$ cat src/rtl/tm_qm_ctrl.sv
// tm_qm_ctrl -- queue-manager control engine for the second-level TM queues.
// Serialises enqueue/dequeue requests into read-modify-write sequences on
// the head, tail, depth, depth1, linked-list and packet-descriptor RAMs.
//
// Ports:
//   clk, rstn                      clock, asynchronous active-low reset
//   enq_valid/ready/qid/ptr/desc   enqueue request handshake and payload
//   enq_done, enq_drop             enqueue completion (drop = queue saturated)
//   deq_valid/ready/qid            dequeue request handshake
//   deq_done, deq_empty            dequeue completion (empty = nothing returned)
//   deq_ptr, deq_desc              dequeued buffer pointer and descriptor
//   {head,tail,depth,depth1}_*     per-queue RAM controls (addressed by qid)
//   ll_*, pkt_desc_*               per-buffer RAM controls (addressed by ptr)

package tm_qm_pkg;
   localparam int SECOND_LVL_QUEUE_ID_NBITS = 8;

   typedef struct packed {
      logic [15:0] pkt_len;
      logic [7:0]  src_port;
   } sch_pkt_desc_type;
endpackage

module tm_qm_ctrl
   import tm_qm_pkg::*;
#(
   parameter int QUEUE_ID_NBITS      = SECOND_LVL_QUEUE_ID_NBITS,
   parameter int QUEUE_ENTRIES_NBITS = SECOND_LVL_QUEUE_ID_NBITS
) (
   input  logic                           clk,
   input  logic                           rstn,
   input  logic                           enq_valid,
   output logic                           enq_ready,
   input  logic [QUEUE_ID_NBITS-1:0]      enq_qid,
   input  logic [QUEUE_ENTRIES_NBITS-1:0] enq_ptr,
   input  sch_pkt_desc_type               enq_desc,
   output logic                           enq_done,
   output logic                           enq_drop,
   input  logic                           deq_valid,
   output logic                           deq_ready,
   input  logic [QUEUE_ID_NBITS-1:0]      deq_qid,
   output logic                           deq_done,
   output logic                           deq_empty,
   output logic [QUEUE_ENTRIES_NBITS-1:0] deq_ptr,
   output sch_pkt_desc_type               deq_desc,
   output logic                           head_wr,
   output logic [QUEUE_ID_NBITS-1:0]      head_waddr,
   output logic [QUEUE_ENTRIES_NBITS-1:0] head_wdata,
   output logic [QUEUE_ID_NBITS-1:0]      head_raddr,
   input  logic [QUEUE_ENTRIES_NBITS-1:0] head_rdata,
   output logic                           tail_wr,
   output logic [QUEUE_ID_NBITS-1:0]      tail_waddr,
   output logic [QUEUE_ENTRIES_NBITS-1:0] tail_wdata,
   output logic [QUEUE_ID_NBITS-1:0]      tail_raddr,
   input  logic [QUEUE_ENTRIES_NBITS-1:0] tail_rdata,
   output logic                           depth_wr,
   output logic [QUEUE_ID_NBITS-1:0]      depth_waddr,
   output logic [QUEUE_ENTRIES_NBITS-1:0] depth_wdata,
   output logic [QUEUE_ID_NBITS-1:0]      depth_raddr,
   input  logic [QUEUE_ENTRIES_NBITS-1:0] depth_rdata,
   output logic                           depth1_wr,
   output logic [QUEUE_ID_NBITS-1:0]      depth1_waddr,
   output logic [QUEUE_ENTRIES_NBITS-1:0] depth1_wdata,
   output logic [QUEUE_ID_NBITS-1:0]      depth1_raddr,
   input  logic [QUEUE_ENTRIES_NBITS-1:0] depth1_rdata,
   output logic                           ll_wr,
   output logic [QUEUE_ENTRIES_NBITS-1:0] ll_waddr,
   output logic [QUEUE_ENTRIES_NBITS-1:0] ll_wdata,
   output logic [QUEUE_ENTRIES_NBITS-1:0] ll_raddr,
   input  logic [QUEUE_ENTRIES_NBITS-1:0] ll_rdata,
   output logic                           pkt_desc_wr,
   output logic [QUEUE_ENTRIES_NBITS-1:0] pkt_desc_waddr,
   output sch_pkt_desc_type               pkt_desc_wdata,
   output logic [QUEUE_ENTRIES_NBITS-1:0] pkt_desc_raddr,
   input  sch_pkt_desc_type               pkt_desc_rdata
);

   localparam logic [QUEUE_ENTRIES_NBITS-1:0] ONE = 1;

   typedef enum logic [1:0] {IDLE, ENQ_RD, DEQ_RD, DEQ_LL} state_t;

   state_t                           state, state_nxt;
   logic                             last_deq;
   logic [QUEUE_ID_NBITS-1:0]        qid_q;
   logic [QUEUE_ENTRIES_NBITS-1:0]   ptr_q;
   sch_pkt_desc_type                 desc_q;
   logic [QUEUE_ENTRIES_NBITS-1:0]   head_q;
   logic [QUEUE_ENTRIES_NBITS-1:0]   depth_q;
   logic                             enq_drop_q;
   logic                             deq_empty_q;
   logic [QUEUE_ENTRIES_NBITS-1:0]   deq_ptr_q;
   sch_pkt_desc_type                 deq_desc_q;
   logic                             grant_enq, grant_deq;

   // depth1 is the scheduler's read copy; this engine only ever writes it.
   logic unused_depth1;
   assign unused_depth1 = ^depth1_rdata;

   // Next-state and output decode. Handshakes are gated by rstn so every
   // output reads 0 while reset is held. Status outputs replay their held
   // register except in the cycle that produces a new value.
   always_comb begin
      state_nxt      = state;
      enq_ready      = 1'b0;
      deq_ready      = 1'b0;
      enq_done       = 1'b0;
      deq_done       = 1'b0;
      enq_drop       = enq_drop_q;
      deq_empty      = deq_empty_q;
      deq_ptr        = deq_ptr_q;
      deq_desc       = deq_desc_q;
      head_wr        = 1'b0;
      head_waddr     = '0;
      head_wdata     = '0;
      head_raddr     = '0;
      tail_wr        = 1'b0;
      tail_waddr     = '0;
      tail_wdata     = '0;
      tail_raddr     = '0;
      depth_wr       = 1'b0;
      depth_waddr    = '0;
      depth_wdata    = '0;
      depth_raddr    = '0;
      depth1_wr      = 1'b0;
      depth1_waddr   = '0;
      depth1_wdata   = '0;
      depth1_raddr   = '0;
      ll_wr          = 1'b0;
      ll_waddr       = '0;
      ll_wdata       = '0;
      ll_raddr       = '0;
      pkt_desc_wr    = 1'b0;
      pkt_desc_waddr = '0;
      pkt_desc_wdata = '0;
      pkt_desc_raddr = '0;
      // Under contention the op that did not win last time is granted.
      grant_enq      = rstn && enq_valid && (!deq_valid || last_deq);
      grant_deq      = rstn && deq_valid && (!enq_valid || !last_deq);

      case (state)
         IDLE: begin
            if (grant_enq) begin
               enq_ready   = 1'b1;
               tail_raddr  = enq_qid;
               depth_raddr = enq_qid;
               state_nxt   = ENQ_RD;
            end else if (grant_deq) begin
               deq_ready   = 1'b1;
               head_raddr  = deq_qid;
               depth_raddr = deq_qid;
               state_nxt   = DEQ_RD;
            end
         end
         ENQ_RD: begin
            enq_done  = 1'b1;
            state_nxt = IDLE;
            if (depth_rdata == '1) begin
               enq_drop = 1'b1;
            end else begin
               enq_drop = 1'b0;
               // Empty queue starts at this buffer; otherwise link it behind the tail.
               if (depth_rdata == '0) begin
                  head_wr    = 1'b1;
                  head_waddr = qid_q;
                  head_wdata = ptr_q;
               end else begin
                  ll_wr    = 1'b1;
                  ll_waddr = tail_rdata;
                  ll_wdata = ptr_q;
               end
               tail_wr        = 1'b1;
               tail_waddr     = qid_q;
               tail_wdata     = ptr_q;
               depth_wr       = 1'b1;
               depth_waddr    = qid_q;
               depth_wdata    = depth_rdata + ONE;
               depth1_wr      = 1'b1;
               depth1_waddr   = qid_q;
               depth1_wdata   = depth_rdata + ONE;
               pkt_desc_wr    = 1'b1;
               pkt_desc_waddr = ptr_q;
               pkt_desc_wdata = desc_q;
            end
         end
         DEQ_RD: begin
            if (depth_rdata == '0) begin
               deq_done  = 1'b1;
               deq_empty = 1'b1;
               state_nxt = IDLE;
            end else begin
               ll_raddr       = head_rdata;
               pkt_desc_raddr = head_rdata;
               state_nxt      = DEQ_LL;
            end
         end
         DEQ_LL: begin
            deq_done     = 1'b1;
            deq_empty    = 1'b0;
            deq_ptr      = head_q;
            deq_desc     = pkt_desc_rdata;
            depth_wr     = 1'b1;
            depth_waddr  = qid_q;
            depth_wdata  = depth_q - ONE;
            depth1_wr    = 1'b1;
            depth1_waddr = qid_q;
            depth1_wdata = depth_q - ONE;
            // Last entry leaves head/tail stale; a zero depth marks them invalid.
            if (depth_q > ONE) begin
               head_wr    = 1'b1;
               head_waddr = qid_q;
               head_wdata = ll_rdata;
            end
            state_nxt = IDLE;
         end
         default: state_nxt = IDLE;
      endcase
   end

   // State register, request latches and held completion status.
   always_ff @(posedge clk or negedge rstn) begin
      if (!rstn) begin
         state       <= IDLE;
         last_deq    <= 1'b1;
         qid_q       <= '0;
         ptr_q       <= '0;
         desc_q      <= '0;
         head_q      <= '0;
         depth_q     <= '0;
         enq_drop_q  <= 1'b0;
         deq_empty_q <= 1'b0;
         deq_ptr_q   <= '0;
         deq_desc_q  <= '0;
      end else begin
         state <= state_nxt;
         if (enq_ready) begin
            qid_q    <= enq_qid;
            ptr_q    <= enq_ptr;
            desc_q   <= enq_desc;
            last_deq <= 1'b0;
         end else if (deq_ready) begin
            qid_q    <= deq_qid;
            last_deq <= 1'b1;
         end
         if (state == DEQ_RD) begin
            head_q  <= head_rdata;
            depth_q <= depth_rdata;
         end
         if (enq_done) begin
            enq_drop_q <= enq_drop;
         end
         if (deq_done) begin
            deq_empty_q <= deq_empty;
            deq_ptr_q   <= deq_ptr;
            deq_desc_q  <= deq_desc;
         end
      end
   end

endmodule

$ cat config.mk
export PLATFORM = sky130hd
export DESIGN_NAME = tm_qm_ctrl
export DESIGN_NICKNAME = d
export VERILOG_FILES = /design/src/rtl/tm_qm_ctrl.sv
export SDC_FILE = /design/constraint.sdc
export NUM_CORES = 1
export LEC_CHECK = 0
export ABC_AREA = 1
export CORE_AREA = 2 2 126 128
export DETAILED_ROUTE_END_ITERATION = 7
export DIE_AREA = 0 0 128 130
export GPL_TIMING_DRIVEN = 0
export PLACE_DENSITY = 0.76
export SYNTH_ARGS = -nofsm -noshare
export SYNTH_HDL_FRONTEND = slang
export SYNTH_SLANG_ARGS = --single-unit
$ cat constraint.sdc
create_clock -name clk -period 2.7 [get_ports clk]
set_clock_uncertainty 0.1 [all_clocks]
set_input_delay 0.81 -clock clk [delete_from_list [all_inputs] [get_ports clk]]
set_output_delay 0.81 -clock clk [all_outputs]
set_load 0.01 [all_outputs]
==> impl_results.md, run 1 <==
* Pre-CTS setup slack at -1.53 ns
* Crit Path Class: primary input to primary output
* Num Clock Sinks at a little over 90
* Leak at between 6 and 7 nW
* Drt via density at 4.88
* Final net count at roughly 1300
* First-iteration detailed-routing DRC count at 347
* Failing checks: setup timing
* Ys Warns at 0
* H-tree depth at 3
* Most used cell along the critical path: buf_12
* CORE AREA at ~15000 um2
* Die W at about 130 um
* CTS tree: done
* Final total power at ~11 mW
* Top cells by count, synth: 264 x nand2_1, 93 x inv_1, 92 x dfrtp_1
* Cell with the most instances after synthesis: nand2_1
* Final Util at approximately three quarters
* Period minus WS final at ~3.1 ns
* Max VDD drop at 0.576 mV
* Clk_lat worst skew at around 0.34 ns
* First-pass GRT wire length at 34700 um
* Worst min-delay path category: primary input to async pin
* Mapped Cells at around 760
* Worst path slowest cell: ha_4
* Gr ovfl total at 0
* Max Slew Vio Count at 0
* Tot GR Track Use at between 20 and 30%
* Post-synthesis register bit count at 93
* Yosys cell types at 27
* Vias post-DR at 6813
* EDFF count, synth at 0
* Post-Route WL at 25000 um
* Reg2Reg Setup Slack at 0.43 ns
* First-pass detailed-route iteration total at 5
* Mapped cell area at around 5300 um2
* I/O pins at 320
* Number of routed nets with antenna violations at 0
* Status: complete, but fails checks
* CTS Buf Count at 9
* P per Cell Area at approximately 990 nW/um2
* Vias in the first global route at 6409
* Crit Path Max Fanout at 6
* RR Startpoint: state[1]
* Synth top area cells: dfrtp_1 43%, nand2_1 19%, inv_1 6.5%
* Final WS setup at -0.382 ns
* Largest stage delay, worst path at 0.17 ns
* GPL Wtd Cong at approximately 0.82
* Initial Util at a little over a third
* Die H at 130 um
* R2R cell count at 12
* Synth top area share at 43.0%
* Area grow syn2layout at 116%
* Setup violators final at roughly 160
* CP Launch Type: primary input
* Final period utilization at 114%
* Worst hold slack at about 0.18 ns
* RSZ-0062 raised after global routing: true
* Area leader, netlist: dfrtp_1
* Fmax at about 0.32 GHz
* CP Capture Type: primary output
* Die ar. at between 15000 and 20000 um2
* Mean post-synth cell area at about 7 um2
* Synth Flop Type: dfrtp_1
* Worst flop-to-flop path endpoint: desc_q[20]
* Root Buffer: clkbuf_16
* Share of cells above drive strength 1 at roughly 47%
* Hold Vio Cnt, Final at 0
* Placed insts at roughly 1300
* Num rows at between 40 and 50
* Sequential element share of the synthesized area at between 40% and 50%
* Buffers on Ports at 300
* Asr flop ratio synth at 100%
* Worst Path Arrival at between 2 and 2.5 ns
* DRC Markers at 0
* Register clock-pin slew on the reported worst setup and hold paths at roughly 0.07 ns
* Critical Path RT at between 1.5 and 2 ns
* Crit-path cells: buf_12 -> ha_4 -> nand2_4 -> nor2_4 -> nand2_2 -> nand2_4 -> buf_12 -> buf_12 -> nor2_4 -> buf_6 -> nand2_2 -> nand2_1 -> buf_2
* Clock Path Buffers at 2
* Largest net degree at the start of global routing at between 50 and 60
* Average wire per standard cell at approximately 18 um
* Max-cap violations at 0
* Final Non-Filler Cells at between 1000 and 1500
* Initial antenna violation count at 0
* Post-DP HPWL at between 15000 and 20000 um
## metal layers
metal	up-vias	track usage, %	wire [um]	share of wire [%]
met3	53	6.64	1830	7.3
met4	0	8.79	688	2.8
met1	3260	32.4	9180	37
li1	3178	-	-	-
met2	322	47.7	13300	53
met5	-	0	0	0
## power breakdown
part	internal, mW	switching [mW]
Sequential	2.07	0.385
Combinational	3.67	3.84
Clock	0.918	0.588
## critical path: cells and delay by family
family | cells | cell delay (ns)
buffers and inverters | 5 | 0.66
and+or+nand+nor | 7 | 0.52
adders and majority gates | 1 | 0.17
## worst max path at each step
stage                   startpoint              to  slack [ns]  cells past startpoint
floorplan           depth_rdata[4]  depth_wdata[3]       0.002                      8
global placement              rstn  depth_raddr[5]       -4.68                      6
detailed placement  depth_rdata[0]     ll_waddr[1]       -1.53                      9
CTS                 depth_rdata[1]   head_wdata[5]       -0.36                     13
global route        depth_rdata[0]   head_wdata[5]       -0.44                     13
finish              depth_rdata[0]   head_wdata[5]       -0.38                     13
## per-stage QoR
stage / instance area, um2 / setup TNS, ns
2_1_floorplan: 5450 / 0
3_3_place_gp: 8690 / -703.38
3_5_place_dp: 8720 / -214.88
4_1_cts: 10500 / -29.27
5_1_grt: 11500 / -40.92
6_report: 11500 / -34.48
## cell type report
cell class,count,area [um2]
Tap cell,192,240
Multi-Input combinational cell,505,3250
Fill cell,1044,3890
Buffer,66,667
Clock inverter,6,119
Antenna cell,2,5.00
Timing Repair Buffer,423,4310
Inverter,99,392
Clock buffer,10,229
Sequential cell,93,2330
## registers in the layout, indices dropped and copies added (netlist names), 2 cells and up
name / count
head_q: 8
deq_desc_q: 24
desc_q: 24
state: 2
ptr_q: 8
deq_ptr_q: 8
qid_q: 8
depth_q: 8
## cell families (layout without fill, tap and decap cells)
kind of cell	after synthesis	in the layout	synth area share [%]
AO/OA/AOI/OAI	63	63	6.11
XOR/XNOR	2	2	0.328
adder cells (fa/ha/maj)	4	4	0.936
buffers and inverters	174	604	15.9
flip-flops	93	93	43.5
other	1	10	0.0701
AND/OR/NAND/NOR	427	428	33.1
## what timing repair did
action / in CTS / in global routing
endpoints found under the setup margin: 196 / 195
setup buffers: 74 / 54
cloned: 7 / 2
hold buffers: 0 / 0
pin swaps: 48 / 54
endpoints found under the hold margin: 0 / 0
gates resized for setup: 1041 / 255
## placed cells by master, fill, tap and decap left out, types with 4 or more instances in the layout
cell type / instances
nand2_1: 217
buf_6: 186
clkdlybuf4s50_1: 97
dfrtp_1: 90
buf_4: 75
inv_1: 64
buf_2: 52
o21ai_0: 50
nor2_4: 48
nand3_1: 45
inv_2: 30
dlygate4sd2_1: 22
nand2_4: 21
nand2_2: 21
buf_12: 19
nor2_1: 19
nand3_2: 14
buf_8: 12
clkbuf_16: 12
nor2_2: 10
nand2_8: 8
conb_1: 8
nor3_4: 6
dlymetal6s2s_1: 6
clkbuf_2: 5
nor3b_2: 5
clkdlybuf4s15_1: 5
nand3_4: 4
nand4_1: 4
clkbuf_1: 4
No activity file was read; power rests on OpenSTA's default activity.
==> run 2, diff against run 1 <==
Settings changed: CAP_MARGIN set to 25.
==> run 2 against run 1 <==
Against the previous run:
- the run still ends with setup timing left
- sequential power about the same
- worst setup slack unchanged
- cell area unchanged
- combinational power about the same
- sequential share of layout area unchanged
- via count unchanged
- clock power about the same
- first-iteration DRC count unchanged
==> impl_results.md, run 2 (synthesis gave the netlist of run 1 again) <==
* Crit-path cells: buf_12 -> ha_4 -> nand2_4 -> nor2_4 -> nand2_2 -> nand2_4 -> buf_12 -> buf_12 -> nor2_4 -> buf_6 -> nand2_2 -> nand2_1 -> buf_2 (unchanged)
* Largest stage delay, worst path at 0.17 ns (about the same)
* Fmax at 0.324 GHz (unchanged)
* Tot GR Track Use at 27.0% (unchanged)
* Vias in the first global route at 6409 (unchanged)
* CORE AREA at 15400 um2 (unchanged)
* Worst min-delay path category: primary input to async pin (unchanged)
* Top flop regs: deq_desc_q: 24 flops, desc_q: 24 flops (unchanged)
* Max VDD drop at 0.576 mV (unchanged)
* Clock Path Buffers at 2 (unchanged)
* CP Launch Type: primary input (unchanged)
* Leak at 6.01 nW (unchanged)
* Num Clock Sinks at 93 (unchanged)
* Vias post-DR at 6813 (unchanged)
* Drt via density at 4.88 (unchanged)
* Final period utilization at 114% (unchanged)
* Max Slew Vio Count at 0 (unchanged)
* RSZ-0062 raised after global routing: true (unchanged)
* Register clock-pin slew on the reported worst setup and hold paths at 0.07 ns (about the same)
* Post-Route WL at 25000 um (unchanged)
* Period minus WS final at 3.08 ns (unchanged)
* First-iteration detailed-routing DRC count at 347 (unchanged)
* Largest net degree at the start of global routing at 55 (unchanged)
* Reg2Reg Setup Slack at 0.43 ns (about the same)
* DP Area at 8720 um2 (unchanged)
* Failing checks: setup timing (unchanged)
* First-pass GRT wire length at 34700 um (unchanged)
* TNS Setup at -34.48 ns (unchanged)
* Average wire per standard cell at 17.9 um (unchanged)
* Status: complete, but fails checks (unchanged)
* Hold Vio Cnt, Final at 0 (unchanged)
* Die H at 130 um (unchanged)
* Worst path slowest cell: ha_4 (unchanged)
* Final total power at 11.5 mW (unchanged)
* Die W at 128 um (unchanged)
* GPL Wtd Cong at 0.821 (unchanged)
* I/O pins at 320 (unchanged)
* Commonest non-fill, non-tap cells in the layout: 217 x nand2_1, 186 x buf_6, 97 x clkdlybuf4s50_1 (unchanged)
* Final net count at 1317 (unchanged)
* CP Capture Type: primary output (unchanged)
* Area grow syn2layout at 116% (unchanged)
* Crit Path Max Fanout at 6 (unchanged)
* Crit Path Class: primary input to primary output (unchanged)
* P per Cell Area at 994 nW/um2 (unchanged)
* First-pass detailed-route iteration total at 5 (unchanged)
* Worst flop-to-flop path endpoint: desc_q[20] (unchanged)
* Post-route cell area at 11500 um2 (unchanged)
* Critical Path RT at 1.79 ns (about the same)
* Initial antenna violation count at 0 (unchanged)
* Num rows at 46 (unchanged)
* Die ar. at 16600 um2 (unchanged)
* Post-DP HPWL at 15400 um (unchanged)
* Setup violators final at 157 (unchanged)
* Buffers on Ports at 300 (unchanged)
* Most used cell along the critical path: buf_12 (unchanged)
* Initial Util at 34.7% (unchanged)
* RR Startpoint: state[1] (unchanged)
* Max-cap violations at 0 (unchanged)
* Commonest non-fill, non-tap cell in the layout: nand2_1 (unchanged)
* Final Util at 74.8% (unchanged)
* DRC Markers at 0 (unchanged)
* Root Buffer: clkbuf_16 (unchanged)
* CTS tree: done (unchanged)
* Gr ovfl total at 0 (unchanged)
* Final WS setup at -0.382 ns (unchanged)
* Pre-CTS setup slack at -1.53 ns (unchanged)
* H-tree depth at 3 (unchanged)
* Share of cells above drive strength 1 at 46.8% (unchanged)
* CTS Buf Count at 9 (unchanged)
* Number of routed nets with antenna violations at 0 (unchanged)
* Clk_lat worst skew at 0.34 ns (about the same)
* R2R cell count at 12 (unchanged)
* Worst Path Arrival at 2.17 ns (about the same)
[run 2: cell counts in the layout (fill, tap and decap cells not counted)]
Identical to the previous run, type by type.
[run 2: layout make-up]
| type | count | area, um2 |
|---|---|---|
| Inverter | 99 | 392 |
| Clock inverter | 6 | 119 |
| Fill cell | 1044 | 3890 |
| Timing Repair Buffer | 423 | 4310 |
| Clock buffer | 10 | 229 |
| Antenna cell | 2 | 5.00 |
| Multi-Input combinational cell | 505 | 3250 |
| Buffer | 66 | 667 |
| Tap cell | 192 | 240 |
| Sequential cell | 93 | 2330 |
[run 2: what timing repair did]
| item | 4_1_cts | 5_1_grt |
|---|---|---|
| hold endpoints to repair | 0 | 0 |
| resized for setup | 1041 | 255 |
| gates cloned | 7 | 2 |
| buffers inserted | 74 | 54 |
| hold buffers | 0 | 0 |
| endpoints found under the setup margin | 196 | 195 |
| pin swaps | 48 | 54 |
[run 2: how the worst max path moves through the flow]
| stage | startpoint | to | slack (ns) | cells after the start |
|---|---|---|---|---|
| after CTS | depth_rdata[1] | head_wdata[5] | -0.36 | 13 |
| after detailed placement | depth_rdata[0] | ll_waddr[1] | -1.53 | 9 |
| after floorplan | depth_rdata[4] | depth_wdata[3] | 0.002 | 8 |
| after global routing | depth_rdata[0] | head_wdata[5] | -0.44 | 13 |
| after global placement | rstn | depth_raddr[5] | -4.68 | 6 |
| final | depth_rdata[0] | head_wdata[5] | -0.38 | 13 |
[run 2: layer usage]
layer / wire length, um / vias to the layer above / global-route usage [%]
met5: 0 / - / 0
met4: 688 / 0 / 8.79
met3: 1830 / 53 / 6.64
met2: 13300 / 322 / 47.7
met1: 9180 / 3260 / 32.4
li1: - / 3178 / -
[run 2: through the flow]
stage               hold slack (ns)  instances
CTS                           0.206       1361
global placement              0.357       1263
detailed placement            0.360       1264
floorplan                     0.344        771
global route                  0.175       1394
finish                        0.181       1396
[run 2: report_power, final]
group | internal, mW | switching (mW) | total, mW
Sequential | 2.07 | 0.385 | 2.45
Combinational | 3.67 | 3.84 | 7.51
Clock | 0.918 | 0.588 | 1.51
[run 2: worst max-delay path: cells and delay by family]
| kind | cells | cell delay, ns |
|---|---|---|
| fa+ha+maj | 1 | 0.17 |
| buf+inv | 5 | 0.66 |
| simple gates | 7 | 0.52 |
==> run 3, diff against run 2 <==
==> constraint.sdc (replaced) <==
create_clock -name clk -period 2.7 [get_ports clk]
set_clock_uncertainty 0.1 [all_clocks]
set_input_delay 0.54 -clock clk [delete_from_list [all_inputs] [get_ports clk]]
set_output_delay 0.54 -clock clk [all_outputs]
set_load 0.01 [all_outputs]
==> run 3 against run 2 <==
Against the previous run:
- sequential power is 2% lower
- global-route usage is 1.1 points lower
- flip-flop and latch count unchanged
- worst setup slack better by 0.26 ns
- the run still ends with setup timing left
- critical endpoint is now head_raddr[2]
- total power down 16%
- critical path depth is 6 lower
- largest power group unchanged
- sequential share of layout area rose by 3.5 points
- die area unchanged
- routed wire length down 14%
==> impl_results.md, run 3 (synthesis gave the netlist of run 1 again) <==
* Num rows at 46 (unchanged)
* Num Clock Sinks at 93 (unchanged)
* Area grow syn2layout at 84.2% (was 116%)
* Clk_lat worst skew at 0.35 ns (was 0.34 ns)
* CP Capture Point: head_raddr[2] (was head_wdata[5])
* P per Cell Area at 982 nW/um2 (was 994 nW/um2)
* Final total power at 9.68 mW (was 11.5 mW)
* Average wire per standard cell at 16.2 um (was 17.9 um)
* Die ar. at 16600 um2 (unchanged)
* Critical Path RT at 2.06 ns (was 1.79 ns)
* Max-cap violations at 0 (unchanged)
* Antenna diodes at 0 (was 2)
* CTS Buf Count at 9 (unchanged)
* Vias post-DR at 6226 (was 6813)
* H-tree depth at 3 (unchanged)
* DRC Markers at 0 (unchanged)
* RR Startpoint: state[1] (unchanged)
* CORE AREA at 15400 um2 (unchanged)
* Tot GR Track Use at 25.9% (was 27.0%)
* R2R cell count at 8 (was 12)
* Final net count at 1253 (was 1317)
* Final period utilization at 104% (was 114%)
* Register clock-pin slew on the reported worst setup and hold paths at 0.07 ns (about the same)
* Post-Route WL at 21600 um (was 25000 um)
* Hold Vio Cnt, Final at 0 (unchanged)
* Worst Path Arrival at 2.18 ns (was 2.17 ns)
* Top flop regs: deq_desc_q: 24 flops, desc_q: 24 flops (unchanged)
* Vias in the first global route at 6084 (was 6409)
* Leak at 5.83 nW (was 6.01 nW)
* CP Capture Type: primary output (unchanged)
* RSZ-0062 raised after global routing: true (unchanged)
* Share of cells above drive strength 1 at 22.2% (was 46.8%)
* Worst min-delay path category: primary input to async pin (unchanged)
* Buffers on Ports at 300 (unchanged)
* Reg2Reg Setup Slack at 0.91 ns (was 0.43 ns)
* Commonest non-fill, non-tap cells in the layout: 250 x nand2_1, 112 x clkdlybuf4s50_1, 90 x dfrtp_1 (was 217 x nand2_1, 186 x buf_6, 97 x clkdlybuf4s50_1)
* Post-route cell area at 9850 um2 (was 11500 um2)
* Drt via density at 4.68 (was 4.88)
* First-iteration detailed-routing DRC count at 273 (was 347)
* Commonest non-fill, non-tap cell in the layout: nand2_1 (unchanged)
* Root Buffer: clkbuf_16 (unchanged)
* DP Area at 8640 um2 (was 8720 um2)
* Die H at 130 um (unchanged)
* I/O pins at 320 (unchanged)
* Period minus WS final at 2.82 ns (was 3.08 ns)
* Largest net degree at the start of global routing at 27 (was 55)
* Initial antenna violation count at 1 (was 0)
* Setup violators final at 2 (was 157)
* Number of routed nets with antenna violations at 0 (unchanged)
* Status: complete, but fails checks (unchanged)
* First-pass detailed-route iteration total at 4 (was 5)
* Final WS setup at -0.117 ns (was -0.382 ns)
* Post-DP HPWL at 15500 um (was 15400 um)
* Setup crit start: enq_valid (was depth_rdata[0])
* Die W at 128 um (unchanged)
* Worst flop-to-flop path endpoint: head_q[7] (was desc_q[20])
* Max VDD drop at 0.499 mV (was 0.576 mV)
* Fmax at 0.355 GHz (was 0.324 GHz)
* CTS tree: done (unchanged)
* CP Launch Type: primary input (unchanged)
* Gr ovfl total at 0 (unchanged)
* Initial Util at 34.7% (unchanged)
* First-pass GRT wire length at 33000 um (was 34700 um)
* Failing checks: setup timing (unchanged)
* Clock Path Buffers at 2 (unchanged)
* Crit Path Max Fanout at 5 (was 6)
* Max Slew Vio Count at 0 (unchanged)
* Fill cell count at 1382 (was 1044)
* GPL Wtd Cong at 0.877 (was 0.821)
* Crit Path Class: primary input to primary output (unchanged)
## run 3: changes by cell type in the layout (fill, tap and decap cells not counted), moves of 26 or more
cell	delta
nor2_1	+28
buf_2	-39
nand2_1	+33
clkdlybuf4s15_1	+26
dlymetal6s2s_1	+31
buf_6	-170
nor2_4	-29
dlygate4sd2_1	+58
## run 3: area by class of cell
type	instances	area, um2	share of cell area [%]
Timing Repair Buffer	350	3410	34.6
Multi-Input combinational cell	506	2550	25.9
Sequential cell	93	2330	23.7
Buffer	74	617	6.26
Inverter	99	379	3.85
Clock buffer	11	243	2.46
Tap cell	192	240	2.44
Clock inverter	5	83.8	0.851
## run 3: critical path, cell delays in order
cell	delay [ns]
clkdlybuf4s50_1	0.43
nand2_1	0.11
nand3_4	0.12
nor2_4	0.22
nand2_1	0.14
inv_1	0.08
clkdlybuf4s50_1	0.53
## run 3: through the flow
stage	utilization, %	setup TNS, ns	worst slack (ns)	cells	hold slack (ns)
after floorplan	-	0	0.354	771	0.144
after global placement	55.9	-568.92	-4.28	1263	0.356
after detailed placement	56.0	-119.38	-1.02	1264	0.361
after CTS	61.8	-1.33	-0.199	1314	0.0212
after global routing	63.9	-0.490	-0.182	1330	0.0291
final	63.9	-0.219	-0.117	1330	0.0248
## run 3: timing repair
action	in CTS	in global routing
hold buffers	1	0
endpoints found under the setup margin	195	129
buffers inserted	28	16
pin swaps	15	12
resized for setup	277	171
cloned	5	0
hold endpoints to repair	21	0
## run 3: worst min-delay path by stage
stage                               to  slack [ns]    startpoint
after global routing        depth_q[6]        0.03          rstn
after detailed placement  deq_ptr_q[0]        0.36  deq_ptr_q[0]
after CTS                   depth_q[4]        0.02          rstn
after floorplan             depth_q[0]        0.14          rstn
after global placement    deq_ptr_q[3]        0.36  deq_ptr_q[3]
final                         qid_q[7]        0.02          rstn
## run 3: layer usage
metal  vias to the layer above  wire, um  track usage (%)
met1                      2952      8650             30.8
met4                         2       403             7.69
met2                       208     11100             46.7
met5                         -        15                0
li1                       3036         -                -
met3                        28      1370             6.03
## run 3: where the power goes
group          leakage, nW  switching, mW  total, mW  internal, mW
Clock                0.152          0.566       1.41         0.839
Combinational         4.53           3.09       5.88          2.78
Sequential            1.14          0.331       2.40          2.07
